`src/rtl/alt_vipcti121_avst_pkg.sv`:
```
`default_nettype none
// +---------------------------------------------------------------------------+
// | alt_vipcti121_avst_pkg : shared field indices and FSM encoding            |
// | Rev 1.0                                                                   |
// +---------------------------------------------------------------------------+
package alt_vipcti121_avst_pkg;

    localparam int DEFAULT_DATA_WIDTH = 20;
    localparam int SOP_BIT            = DEFAULT_DATA_WIDTH + 1;
    localparam int EOP_BIT            = DEFAULT_DATA_WIDTH;

    // Field positions for an arbitrary pixel width; the FIFO word is {sop, eop, pixel}
    function automatic int sop_bit(input int data_width);
        return data_width + 1;
    endfunction

    function automatic int eop_bit(input int data_width);
        return data_width;
    endfunction

    typedef enum logic [1:0] {
        ST_IDLE     = 2'd0,
        ST_IN_PKT   = 2'd1,
        ST_WAIT_SOP = 2'd2
    } state_t;

endpackage
`default_nettype wire

```
`src/rtl/alt_vipcti121_skid_buf.sv`:
```
`default_nettype none
// +---------------------------------------------------------------------------+
// | alt_vipcti121_skid_buf : 2-entry FIFO-ordered buffer, head registered     |
// | Rev 1.0                                                                   |
// +---------------------------------------------------------------------------+
module alt_vipcti121_skid_buf #(
    parameter int WIDTH = 22
) (
    input  logic             clk,
    input  logic             rst,
    input  logic             push_i,
    input  logic [WIDTH-1:0] din_i,
    input  logic             pop_i,
    output logic [1:0]       count_o,
    output logic [WIDTH-1:0] head_o,
    output logic             head_valid_o
);

    logic [WIDTH-1:0] head_q, head_d;
    logic [WIDTH-1:0] tail_q, tail_d;
    logic [1:0]       count_q, count_d;

    always_comb begin
        head_d  = head_q;
        tail_d  = tail_q;
        count_d = count_q;
        unique case ({push_i, pop_i})
            2'b10: begin
                if (count_q == 2'd0) head_d = din_i;
                else                 tail_d = din_i;
                count_d = count_q + 2'd1;
            end
            2'b01: begin
                head_d  = tail_q;
                count_d = count_q - 2'd1;
            end
            2'b11: begin
                // With one entry the incoming word becomes the new head directly
                if (count_q == 2'd1) begin
                    head_d = din_i;
                end else begin
                    head_d = tail_q;
                    tail_d = din_i;
                end
            end
            default: ;
        endcase
    end

    always_ff @(posedge clk) begin
        if (rst) begin
            head_q  <= '0;
            tail_q  <= '0;
            count_q <= 2'd0;
        end else begin
            assert (!(push_i && !pop_i && count_q == 2'd2));
            assert (!(pop_i && count_q == 2'd0));
            head_q  <= head_d;
            tail_q  <= tail_d;
            count_q <= count_d;
        end
    end

    assign count_o      = count_q;
    assign head_o       = head_q;
    assign head_valid_o = (count_q != 2'd0);

endmodule
`default_nettype wire

```
`src/rtl/alt_vipcti121_avst_output.sv`:
```
`default_nettype none
// +---------------------------------------------------------------------------+
// | alt_vipcti121_avst_output : CDC FIFO reader -> Avalon-ST video source     |
// | Optional SOP alignment: define ALT_VIPCTI121_SOP_ALIGN_EN. Rev 1.0        |
// +---------------------------------------------------------------------------+
module alt_vipcti121_avst_output
    import alt_vipcti121_avst_pkg::*;
#(
    parameter int DATA_WIDTH = 20,
    parameter int CNT_WIDTH  = 16
) (
    input  logic                  clk,
    input  logic                  rst,
    output logic                  fifo_rdreq_o,
    input  logic                  fifo_rdempty_i,
    input  logic [DATA_WIDTH+1:0] fifo_q_i,
    input  logic                  dout_ready_i,
    output logic                  dout_valid_o,
    output logic [DATA_WIDTH-1:0] dout_data_o,
    output logic                  dout_startofpacket_o,
    output logic                  dout_endofpacket_o,
    output logic [CNT_WIDTH-1:0]  pkt_count_o,
    output logic                  proto_err_o
);

    localparam int WORD_W   = DATA_WIDTH + 2;
    localparam int SOP_IDX  = sop_bit(DATA_WIDTH);
    localparam int EOP_IDX  = eop_bit(DATA_WIDTH);
`ifdef ALT_VIPCTI121_SOP_ALIGN_EN
    localparam state_t RESET_STATE = ST_WAIT_SOP;
`else
    localparam state_t RESET_STATE = ST_IDLE;
`endif

    logic              inflight_q;
    logic [1:0]        buf_count;
    logic [WORD_W-1:0] head;
    logic              head_valid;
    logic              head_sop, head_eop;
    logic              drop, pop, free_slot;
    logic [2:0]        used;

    state_t               state_q, state_d;
    logic [CNT_WIDTH-1:0] cnt_q, cnt_d;
    logic                 err_q, err_d;
    logic                 err_evt;

    assign head_sop = head[SOP_IDX];
    assign head_eop = head[EOP_IDX];

`ifdef ALT_VIPCTI121_SOP_ALIGN_EN
    assign drop = head_valid & (state_q == ST_WAIT_SOP) & ~head_sop;
`else
    assign drop = 1'b0;
`endif

    assign dout_valid_o = head_valid & ~drop;
    assign pop          = dout_valid_o & dout_ready_i;
    assign free_slot    = pop | drop;

    // Credits: a read is only issued if the word is guaranteed a slot when it lands
    assign used         = {1'b0, buf_count} + {2'b00, inflight_q} - {2'b00, free_slot};
    assign fifo_rdreq_o = ~rst & ~fifo_rdempty_i & (used < 3'd2);

    always_ff @(posedge clk) begin
        if (rst) inflight_q <= 1'b0;
        else     inflight_q <= fifo_rdreq_o;
    end

    alt_vipcti121_skid_buf #(
        .WIDTH (WORD_W)
    ) u_buf (
        .clk          (clk),
        .rst          (rst),
        .push_i       (inflight_q),
        .din_i        (fifo_q_i),
        .pop_i        (free_slot),
        .count_o      (buf_count),
        .head_o       (head),
        .head_valid_o (head_valid)
    );

    assign dout_data_o          = head[DATA_WIDTH-1:0];
    assign dout_startofpacket_o = head_sop;
    assign dout_endofpacket_o   = head_eop;

    always_comb begin
        state_d = state_q;
        cnt_d   = cnt_q;
        err_d   = err_q;
        err_evt = 1'b0;
        if (pop) begin
            unique case (state_q)
                ST_IDLE: begin
                    if (head_sop) begin
                        if (head_eop) cnt_d = cnt_q + CNT_WIDTH'(1);
                        else          state_d = ST_IN_PKT;
                    end else begin
                        err_evt = 1'b1;
                    end
                end
                ST_IN_PKT: begin
                    if (head_sop) err_evt = 1'b1;
                    if (head_eop) begin
                        cnt_d   = cnt_q + CNT_WIDTH'(1);
                        state_d = ST_IDLE;
                    end
                end
`ifdef ALT_VIPCTI121_SOP_ALIGN_EN
                ST_WAIT_SOP: begin
                    // Only SOP words are ever presented in this state
                    if (head_eop) begin
                        cnt_d   = cnt_q + CNT_WIDTH'(1);
                        state_d = ST_IDLE;
                    end else begin
                        state_d = ST_IN_PKT;
                    end
                end
`endif
                default: state_d = RESET_STATE;
            endcase
        end
        if (err_evt) begin
            err_d = 1'b1;
`ifdef ALT_VIPCTI121_SOP_ALIGN_EN
            state_d = ST_WAIT_SOP;
`endif
        end
    end

    always_ff @(posedge clk) begin
        if (rst) begin
            state_q <= RESET_STATE;
            cnt_q   <= '0;
            err_q   <= 1'b0;
        end else begin
            state_q <= state_d;
            cnt_q   <= cnt_d;
            err_q   <= err_d;
        end
    end

    assign pkt_count_o = cnt_q;
    assign proto_err_o = err_q;

endmodule
`default_nettype wire

```
`config.mk`:
```
export PLATFORM = sky130hd
export DESIGN_NAME = alt_vipcti121_avst_output
export DESIGN_NICKNAME = d
export VERILOG_FILES = /design/src/rtl/alt_vipcti121_avst_pkg.sv /design/src/rtl/alt_vipcti121_skid_buf.sv /design/src/rtl/alt_vipcti121_avst_output.sv
export SDC_FILE = /design/constraint.sdc
export NUM_CORES = 1
export LEC_CHECK = 0
export BUFFER_PORTS_ARGS = -buffer_cell sky130_fd_sc_hd__buf_2
export CAP_MARGIN = 30
export CORE_ASPECT_RATIO = 2
export CORE_MARGIN = 5
export CORE_UTILIZATION = 54
export CTS_CLUSTER_SIZE = 16
export DETAILED_ROUTE_END_ITERATION = 10
export PLACE_DENSITY = 0.8
export SYNTH_ARGS = -nofsm -noshare
export SYNTH_HDL_FRONTEND = slang
export SYNTH_HIERARCHICAL = 1
export SYNTH_SLANG_ARGS = --single-unit
```
`constraint.sdc`:
```
create_clock -name clk -period 2.95 [get_ports clk]
set_input_delay 0.1475 -clock clk [delete_from_list [all_inputs] [get_ports clk]]
set_output_delay 0.1475 -clock clk [all_outputs]
set_load 0.02 [all_outputs]
```
==> flow_results.org, run 1 <==
** Status
- The flow ran to the end, and the final reports show no timing, DRC or antenna violations.

** Drt
- Count of nets left with antenna violations after detail routing :: 0
- Detailed Route Iter0 Violations :: about 150
- Before antenna repair, the detailed router went through 4 iterations.
- Across all layers, the routed design uses 2375 vias.
- After detailed routing, the number of remaining DRC violations is 0.
- After detailed routing, the number of vias per cell comes to 5.48.
- Routed wire length :: roughly 6600 µm
- Routed len/inst :: 15.2 µm

** STA
- At the pin with the least slew margin, the transition time is 0.997 ns.
- Max-Slew Margin vs Limit :: 33.5%
- Clock skew on the completed layout was measured at 0.00601 ns.
- Of the available clock period, the critical path in the final layout requires 92.0%.
- Final slew viol count :: 0
- Total setup violations reported at the end of the flow :: 0
- Based on the critical path, the design can be clocked at up to 0.368 GHz.
- The final number of hold-violating endpoints was 0.
- Counting I/O delays and the setup requirement, the final critical path takes between 2 and 3 ns.
- Setup TNS Final :: 0 ns

** Clock tree
- Post-CTS clock slew at the launch and capture registers of the worst setup and hold paths :: 0.07 ns
- Clock tree from TritonCTS :: yes
- In this run the post-CTS setup repair buffer count came out at 0.
- The clock tree synthesis step divided the H-tree into 3 levels.
- Root Driver :: sky130_fd_sc_hd__clkbuf_8
- The number of clock buffers added by TritonCTS is 9.
- Clock latency on the worst-skew pair, taken at its later pin, is between 0.3 and 0.4 ns.
- The clock passes through at most 2 buffers.
- Clock tree synthesis found a total of between 60 and 70 sinks.

** Logic synthesis
- Number of standard cells after synthesis :: 302
- During synthesis, Yosys emitted a total of 6 warnings.
- In this run the cell area of the synthesized design comes to 2980 µm².
- Syn Nets :: between 300 and 400
- The synthesized design spends more area on one cell type than any other, namely sky130_fd_sc_hd__dfxtp_1.
- In the post-synthesis netlist, the biggest area contributors are sky130_fd_sc_hd__dfxtp_1, sky130_fd_sc_hd__a221oi_2, sky130_fd_sc_hd__nor2_1, sky130_fd_sc_hd__mux2i_1, sky130_fd_sc_hd__nor3_1.
- Proportion of netlist area held by the largest area contributor :: 43.6%
- Post-synthesis sequential area ratio :: 43.6%
- After synthesis the netlist holds a flip-flop and latch count of 65.
- After synthesis, the mean cell area works out to between 9 and 10 µm².
- Post-synthesis cell type count :: 42

** Power
- Total power :: 3430 µW
- Maximum vdd ir drop :: ~0.8 mV
- In this run the power density over the cells is 969 nW/µm².
- Static leakage :: 0.00167 µW

** Global route
- The first global-routing pass estimated 11200 µm of wire.
- Global routing consumed, over all layers together, between 10% and 20% of the routing resources.
- Entering global routing, the biggest net connects 56 pins.
- Total congestion overflow after global routing :: 0
- The number of global-route vias before repair came to ~2.4k.
- The number of antenna violations at the first check in global routing is 0.

** Critical path
- In this design, the stage delay of the slowest critical-path cell is slightly above 0.4 ns.
- CP Buf/Inv Count :: 3
- Traced cell by cell, the critical path runs through inv_1 > ha_1 > inv_2 > nand2_1 > nor2_2 > o21ai_1 > fa_1 > xor2_1 > nor4b_2 > buf_2.
- Data required, critical path :: about 2.8 ns
- Reg-to-reg critical path startpoint :: u_buf/count_o[1]
- CP arrival :: between 2 and 3 ns
- Critical path class :: flop to primary output
- Reg2Reg Depth :: 12
- Worst reg2reg setup slack :: 0.57 ns
- STA classifies the critical path startpoint as a flop.
- Critical Path Sink Type :: primary output
- Cell at the slowest stage of the critical path :: sky130_fd_sc_hd__dfxtp_1
- Worst-path maximum fanout :: 5
- Broken down by cell family, the worst path's largest delay share belongs to adder cells.
- In this run the critical register-to-register path is captured at u_buf/tail_q[18].

** Hold path
- Hold Path Origin :: fifo_q_i[7]
- Kind of path behind the tightest hold check :: primary input to flop
- For hold timing, the worst endpoint is u_buf/tail_q[7].
- The worst hold path was traced through 3 stages.

** Die
- For this configuration, the core starts out at a cell density of 55.1%.
- The floorplan has 38 rows.
- The core region is 5420 µm².
- Horizontal die dimension :: 62.6 µm
- Die outline height :: 115 µm
- Die area :: about 7200 µm²
- Ports :: 67

** Place
- Summing all placed instances gives a cell area of between 3000 and 4000 µm².
- Buffers placed on the I/O ports in this run total 66.
- Routability-driven placement finished with a final weighted congestion of 0.734.
- Dpl hpwl :: 4740 µm

** Layout
- In the layout the commonest cells are sky130_fd_sc_hd__nor2_1, sky130_fd_sc_hd__buf_2, sky130_fd_sc_hd__dfxtp_1, sky130_fd_sc_hd__nor3_1, sky130_fd_sc_hd__mux2i_1.
- Utilization after layout :: ~65%
- 0 antenna diodes ended up in the layout.
- Post-route standard cell area excluding fillers :: roughly 3500 µm²
- In the final layout, the share of cells above drive strength 1 is 33.2%.
- Leaving out fill and tap cells, the most frequent cell in the layout is sky130_fd_sc_hd__nor2_1.
- For this run, the post-layout net count is roughly 400.
- Area delta synth->final :: 18.4%

** Job
- Max-cap violations in this run came to 0.
-- cells in the mapped netlist (all sizes together) --
cell type	n
a21oi	5
a31o	1
buf	12
ha	8
a221oi	22
nand4	2
nor2b	5
a211oi	1
dfxtp	65
clkbuf	6
mux2i	22
xnor2	11
or2	1
a21o	1
or3	1
fa	1
nor2	68
inv	11
and3	1
nand2	7
nor3	24
nor4b	2
nand4b	1
xor2	2
nand3	7
mux2	3
nand2b	1
nor4	6
and2	1
o21ai	4
-- report_power, final --
group | switching, µW | total, µW | leakage, µW | internal (µW)
logic | 915 | 1490 | 0.00104 | 572
registers | 146 | 1260 | 0.000530 | 1110
clock network | 316 | 681 | 0.0000980 | 364
total | 1380 | 3430 | 0.00167 | 2050
-- area by class of cell --
cell class,instances,area [µm²]
fill,462,1890
multi-input combinational,208,1540
sequential,65,1300
timing repair buffer,74,393
clock buffer,12,165
tap,60,75.1
inverter,11,41.3
clock inverter,3,15.0
-- repair_timing --
item	in CTS	in global routing
resized for setup	0	2
hold endpoints to repair	1	0
setup endpoints to repair	0	1
hold buffers	1	0
-- state kept, by name, summed over array words and instances, names as in the netlist --
register	count
u_buf/tail_q	22
u_buf/head_o	22
inflight_q	1
proto_err_o	1
pkt_count_o	16
state_q	1
u_buf/count_o	2
-- worst min-delay path, stage by stage --
cell and delay, ns:
sky130_fd_sc_hd__buf_2 0.10, sky130_fd_sc_hd__mux2i_1 0.06, sky130_fd_sc_hd__nor2_1 0.07
-- per-stage QoR --
stage	instances	setup slack, ns	hold WS (ns)
2_1_floorplan	302	0.308	0.227
3_3_place_gp	417	0.605	0.331
3_5_place_dp	417	0.495	0.339
4_1_cts	433	0.110	0.0482
5_1_grt	433	-0.00193	0.0514
6_report	433	0.236	0.0626
-- per-layer routing --
metal  GRT usage [%]  vias up  wire length [µm]
met2            35.1       55              3620
met5               0        -                 0
met4            10.5        0               165
met3            6.16       15               333
li1                -     1190                 -
met1            20.4     1115              2460
-- worst max-delay path by stage --
stage               cells after the start        startpoint           end  slack (ns)
floorplan                               9  u_buf/count_o[1]  fifo_rdreq_o        0.31
global placement                       10  u_buf/count_o[1]  fifo_rdreq_o        0.60
detailed placement                     10  u_buf/count_o[1]  fifo_rdreq_o        0.50
CTS                                    10  u_buf/count_o[1]  fifo_rdreq_o        0.11
global route                           10  u_buf/count_o[0]  fifo_rdreq_o      -0.002
finish                                 10  u_buf/count_o[1]  fifo_rdreq_o        0.24
-- logic make-up (layout without fill, tap and decap cells) --
kind of cell,count (synthesis),after routing,share of synthesized area (%)
xor gates and xnor gates,13,13,3.82
and+or+nand+nor,127,127,21.5
muxes,25,25,8.76
adders and majority gates,9,9,4.03
AOI/OAI and AO/OA,34,34,13.2
buffers and inverters,29,100,5.11
DFF,65,65,43.6
Power figures use the tool's default switching activity.
==> run 2, diff against run 1 <==
CORE_UTILIZATION = 58   (was 54)
PLACE_DENSITY = 0.85   (was 0.8)
clock period = 3.3 ns   (was 2.95 ns; I/O delays follow)
==> flow_results.org, run 2 (synthesis gave the netlist of run 1 again) <==
** Global route
- The total overflow left after global routing is 0.
- The number of global-route vias before repair is around 2.5k.
- Global routing consumed, over all layers together, 21.4% of the routing resources.
- Entering global routing, the biggest net connects 47 pins.
- The first global-routing pass estimated 11200 µm of wire.
- Antenna violations before repair :: 0

** Critical path
- STA classifies the critical path endpoint as a primary output.
- Data required, critical path :: 3.13 ns
- Cell class contributing the biggest share of worst-path delay :: adder cells
- In this run the worst setup path terminates at fifo_rdreq_o.
- STA classifies the critical path startpoint as a flop.
- For the worst setup path, the data arrival time is 2.62 ns.
- Longest individual stage delay on the worst path :: 0.42 ns
- Worst reg2reg setup slack :: 0.76 ns
- The critical path crosses 10 cells after its start point.
- Launching instance or port of the critical path :: u_buf/count_o[0]
- Traced cell by cell, the critical path runs through inv_1 > ha_1 > inv_2 > nand2_1 > nor2_1 > o21ai_1 > fa_1 > xor2_1 > nor4b_1 > buf_2.
- Cell at the slowest stage of the critical path :: sky130_fd_sc_hd__dfxtp_1
- Measured in cells, the most critical reg-to-reg path has a length of 11.
- By startpoint and endpoint, the worst setup path is classified as flop to primary output.
- Worst r2r dst :: u_buf/head_o[0]
- Worst-path maximum fanout :: 5
- CP Buf/Inv Count :: 3
- Reg-to-reg critical path startpoint :: u_buf/count_o[0]

** Layout
- Of the cells placed in the final design, the portion with a size suffix greater than 1 is 32.5%.
- The filler cells instantiated in the layout total 446.
- Compared with the post-synthesis result, the final layout area differs by 19.0%.
- Area used by sequential logic in the layout :: 1300 µm²
- After the last flow step, the layout net total stands at 402.
- Filler-free cell count of the finished design :: 430
- In the layout the commonest cells are sky130_fd_sc_hd__nor2_1, sky130_fd_sc_hd__buf_2, sky130_fd_sc_hd__dfxtp_1, sky130_fd_sc_hd__nor3_1, sky130_fd_sc_hd__mux2i_1.
- ANT cells :: 0
- The multi-input combinational cells in the finished layout cover a total of about 1500 µm².
- The library cell used most frequently in the layout, excluding fill and tap cells, is sky130_fd_sc_hd__nor2_1.

** Drt
- Routed len/inst :: 15.4 µm
- Detailed-routing iteration count for the pre-antenna-repair pass :: 4
- Across all layers, the routed design uses 2447 vias.
- The first routing iteration left 135 violations.
- Count of nets left with antenna violations after detail routing :: 0
- Using the TritonRoute via totals, the vias-per-cell ratio works out to 5.69.
- DRC violation count after routing :: 0
- Routed wire length :: 6630 µm

** Die
- In this run the vertical extent of the chip is 111 µm.
- Pin placement for this block handled 67 I/O pins.
- Die area :: approximately 6800 µm²
- Horizontal die dimension :: 60.7 µm
- Number of standard-cell rows in the floorplan :: 37
- Initial Util :: 58.6%
- Placeable core area :: 5090 µm²

** Clock tree
- Clock H-tree levels :: 3
- Clock tree from TritonCTS :: yes
- The clock reaches the later pin of the worst-skew pair after 0.34 ns.
- Post-CTS timing repair inserted 0 buffers for setup.
- Post-CTS clock slew at the launch and capture registers of the worst setup and hold paths :: 0.07 ns
- Counting every sink on the clock net gives 65.
- Gates resized, CTS repair :: 0
- Post-CTS Hold Fix Bufs :: 1
- The cell sitting at the root of the clock tree is a sky130_fd_sc_hd__clkbuf_8.
- Counting along the longest clock path gives a buffer depth of 2.
- Number of buffers inserted during clock tree synthesis :: 9

** STA
- The final number of hold-violating endpoints came to 0.
- For the final routed database, the setup TNS stands at 0 ns.
- The final count of pins violating max slew is 0.
- Transition time at the pin with the least slew margin :: 0.812 ns
- Setup clock skew after layout :: 0.00822 ns
- Maximum clock frequency :: 0.359 GHz
- Subtracting the final worst setup slack from the clock period gives ~2.8 ns.
- Setup repair after global routing left no endpoint under its margin.
- Setup violations remaining at the end of the flow were counted as 0.
- Of the available clock period, the critical path in the final layout requires a little over four fifths.
- Headroom to the max-slew limit came out at 45.9%.

** Place
- Dpl hpwl :: 4740 µm
- Final weighted congestion in routability-driven placement :: 0.821
- Placed cell count :: 413
- Number of buffers added on ports :: 66

** Power
- After layout, the design draws a total of 3140 µW.
- Power per unit of standard cell area :: 886 nW/µm²
- Maximum vdd ir drop :: 0.844 mV
- Static leakage :: around 0.0017 µW

** Hold path
- Hold Path Origin :: fifo_q_i[14]
- Kind of path behind the tightest hold check :: primary input to flop

** Job
- The tool flagged a number of max-cap violations equal to 0.

** Status
- The run finished with clean final reports.
-- run 2: how the worst min path moves through the flow --
stage	slack (ns)	end	cells past startpoint
final	0.10	u_buf/tail_q[14]	3
after floorplan	0.24	inflight_q	1
after global placement	0.35	inflight_q	2
after detailed placement	0.36	inflight_q	2
after global routing	0.1	u_buf/tail_q[1]	3
after CTS	0.08	u_buf/tail_q[18]	3
-- run 2: cell type report --
cell class                      instances  area share, %
Multi-Input combinational cell        208           43.4
Sequential cell                        65           36.7
Timing Repair Buffer                   72           11.2
Clock buffer                           10           3.88
Tap cell                               58           2.04
Clock inverter                          6           1.62
Inverter                               11           1.16
-- run 2: worst min-delay path, delay by kind of cell --
| kind | cells | cell delay (ns) |
|---|---|---|
| simple gates | 1 | 0.08 |
| mux | 1 | 0.06 |
| buf+inv | 1 | 0.10 |
-- run 2: routing by layer --
layer  wire length [µm]  global-route usage (%)  share of wire (%)
met1               2590                    24.0                 39
met4                224                    11.6                3.4
met2               3480                    36.0                 53
met5                  0                       0                  0
met3                330                    4.06                5.0
-- run 2: metrics by stage --
| stage | utilization, % | setup slack, ns | instance area [µm²] | hold slack [ns] |
|---|---|---|---|---|
| after floorplan | - | 0.640 | 2980 | 0.244 |
| after global placement | 65.1 | 0.880 | 3320 | 0.355 |
| after detailed placement | 65.7 | 0.815 | 3340 | 0.357 |
| after CTS | 69.7 | 0.458 | 3550 | 0.0801 |
| after global routing | 69.7 | 0.256 | 3550 | 0.0999 |
| final | 69.7 | 0.511 | 3550 | 0.101 |
-- run 2: report_power, final --
part / total [µW] / leakage, µW / switching (µW) / internal [µW]
registers: 1130 / 0.000530 / 139 / 994
logic: 1350 / 0.00104 / 830 / 525
clock network: 656 / 0.000102 / 293 / 364
==> run 3, diff against run 2 <==
CORE_UTILIZATION = 48   (was 58)
PLACE_DENSITY = 0.75   (was 0.85)
clock period = 2.2 ns   (was 3.3 ns; I/O delays follow)
==> flow_results.org, run 3 (synthesis gave the netlist of run 1 again) <==
** Status
- The flow ran to the end, but the final reports show violations.
- Violated checks :: setup timing

** Hold path
- Kind of path behind the tightest hold check :: primary input to flop
- Cell depth of the worst hold path :: 3
- The worst hold path begins at fifo_q_i[14].
- Min-Delay Endpoint :: u_buf/tail_q[14]

** Power
- Static leakage :: between 0.0015 and 0.002 µW
- VDD sags by at most 0.848 mV.
- Switching power total :: 2040 µW
- P_int :: 3400 µW
- Per report_power, the combinational group accounts for 43.1% of the total.
- For this design the ratio of total power to cell area is between 1000 and 1500 nW/µm².
- Of the total power, the clock network draws between 20% and 30%.
- In this run switching power makes up 37.5% of total power.
- Per report_power, the sequential group accounts for between 30% and 40% of the total.

** STA
- Setup TNS Final :: -0.0122 ns
- At the pin with the least slew margin, the transition time is 0.638 ns.
- For the finished layout, the period the worst path requires is roughly 2.2 ns.
- Once routing completed, OpenROAD measured the worst setup slack at -0.0122 ns.
- Setup clock skew after layout :: 0.00420 ns
- Headroom to the max-slew limit came out at between 50 and 60%.
- Setup violations remaining at the end of the flow were counted as 1.
- The final count of pins violating max slew was 0.
- RSZ-0062 raised after global routing :: true
- In the finished design, the share of the clock period the worst path needs comes to 101%.
- The final number of hold-violating endpoints came to 0.
- Derived from the worst setup path, the maximum achievable clock frequency is 0.452 GHz.

** Job
- Number of maximum-capacitance violations :: 0

** Critical path
- At the worst endpoint, the arrival time is 2.10 ns.
- Reg-to-reg critical path startpoint :: u_buf/count_o[1]
- The most critical setup path has its startpoint at u_buf/count_o[1].
- Reg2Reg Depth :: 14
- For the worst setup path, the data required time is 2.09 ns.
- In this run the critical register-to-register path is captured at u_buf/tail_q[7].
- Critical Path Sink Type :: primary output
- The worst setup path is launched from a flop.
- Worst-path maximum fanout :: 3
- The worst setup path is of the flop to primary output kind.
- Worst reg2reg setup slack :: 0.05 ns

** Die
- Number of standard-cell rows in the floorplan :: 40
- Ports :: 67
- Initial Util :: 49.3%
- Die outline height :: 122 µm
- Die area :: between 7000 and 8000 µm²
- The die is 65.8 µm wide.
- The total area inside the core boundary comes to 6060 µm².

** Global route
- The first global-routing pass estimated 11500 µm of wire.
- Largest net degree at the start of global routing :: 34
- Antenna violations before repair :: 0
- Global routing finished with a remaining overflow of 0.
- Overall track demand over capacity in global routing :: 18.8%
- Number of global-route vias before repair :: 2543

** Layout
- The number of antenna diodes in the final layout is 0.
- After routing the design area is 3900 µm².
- The finished layout holds 471 standard cells, fillers aside.
- The top cell types in the final layout, fill and taps aside, are sky130_fd_sc_hd__nor2_1, sky130_fd_sc_hd__buf_2, sky130_fd_sc_hd__dfxtp_1, sky130_fd_sc_hd__nor3_1, sky130_fd_sc_hd__mux2i_1.
- Proportion of layout cells with a drive suffix above 1 :: 38.0%
- Leading cell type in the layout, fill and taps excluded :: sky130_fd_sc_hd__nor2_1
- Area delta synth->final :: 30.6%
- Utilization after layout :: 64.3%
- The net count of the finished layout is roughly 420.

** Drt
- Detailed-routing iteration count for the pre-antenna-repair pass :: 6
- Count of nets left with antenna violations after detail routing :: 0
- Post-DR vias/cell :: 5.27
- Routed len/inst :: 15.0 µm
- After detailed routing, the number of remaining DRC violations is 0.
- Via count :: 2484
- Routed wire length :: 7070 µm
- Detailed Route Iter0 Violations :: 109

** Clock tree
- After clock tree synthesis, the clock-pin slew on the worst setup and hold paths is 0.05 ns.
- The H-tree generated during clock tree synthesis spans 3 levels.
- The tree is rooted in a sky130_fd_sc_hd__clkbuf_16.
- At the later pin of the worst-skew pair, clock insertion delay measures 0.33 ns.
- Number of buffers inserted during clock tree synthesis :: 9
- Maximum buffer depth of the clock tree :: 2
- Clock tree from TritonCTS :: yes
- Counting every sink on the clock net gives 65.

** Place
- Number of buffers added on ports :: 66
- Dpl hpwl :: approximately 4700 µm
- Counting tap cells, the placed design contains a total of 446 instances.
- Final weighted congestion in routability-driven placement :: 0.783
- Placement-stage worst setup slack :: 0.0755 ns
- Total placed instance area :: roughly 3500 µm²
## run 3: cell types whose count changed in the layout (fill, tap and decap cells not counted), moves of 3 or more
cell,delta
sky130_fd_sc_hd__clkbuf_8,-9
sky130_fd_sc_hd__buf_4,+11
sky130_fd_sc_hd__clkbuf_16,+10
sky130_fd_sc_hd__buf_12,+3
## run 3: timing repair
item                       CTS  global route
resized for setup           13             2
pin swaps                    7             2
setup endpoints to repair    1            41
hold buffers                 1             0
hold endpoints to repair     1             0
setup buffers                5             1
cloned                       0             2
## run 3: layout make-up
type	count	area (µm²)
Fill cell	532	2160
Tap cell	84	105
Inverter	11	43.8
Sequential cell	65	1300
Clock inverter	5	55.1
Multi-Input combinational cell	209	1600
Clock buffer	11	243
Timing Repair Buffer	86	544
## run 3: worst max-delay path by stage
| stage | endpoint | slack (ns) | cells past startpoint |
|---|---|---|---|
| after floorplan | fifo_rdreq_o | 0.03 | 9 |
| after global placement | fifo_rdreq_o | 0.14 | 10 |
| after detailed placement | u_buf/tail_q[9] | 0.08 | 12 |
| after CTS | fifo_rdreq_o | -0.05 | 10 |
| after global routing | fifo_rdreq_o | -0.11 | 10 |
| final | fifo_rdreq_o | -0.01 | 10 |
## run 3: routing by layer
metal / track usage [%] / share of wire [%]
met5: 0 / 0
met2: 32.9 / 53
met3: 5.75 / 5.8
met4: 11.2 / 3.1
met1: 19.0 / 38
## run 3: stage by stage
step | total power (µW) | hold slack, ns
global placement | 3810 | 0.332
global route | 5770 | 0.0645
finish | 5450 | 0.0416
CTS | 5410 | 0.0280
detailed placement | 3860 | 0.335
floorplan | 3230 | 0.189
## run 3: power by group through the flow
stage               sequential (µW)  combinational [µW]  clock, µW
floorplan                      1930                1300          0
global placement               1690                2120          0
detailed placement             1700                2160          0
CTS                            1690                2270       1450
global route                   1720                2550       1500
finish                         1690                2350       1410
## run 3: worst max-delay path, stage by stage (launching register included)
cell	delay [ns]
sky130_fd_sc_hd__dfxtp_2	0.32
sky130_fd_sc_hd__inv_2	0.07
sky130_fd_sc_hd__ha_4	0.15
sky130_fd_sc_hd__inv_4	0.04
sky130_fd_sc_hd__nand2_4	0.07
sky130_fd_sc_hd__and2_4	0.14
sky130_fd_sc_hd__o21ai_2	0.06
sky130_fd_sc_hd__fa_2	0.37
sky130_fd_sc_hd__xor2_2	0.17
sky130_fd_sc_hd__nor4b_4	0.20
sky130_fd_sc_hd__buf_4	0.17
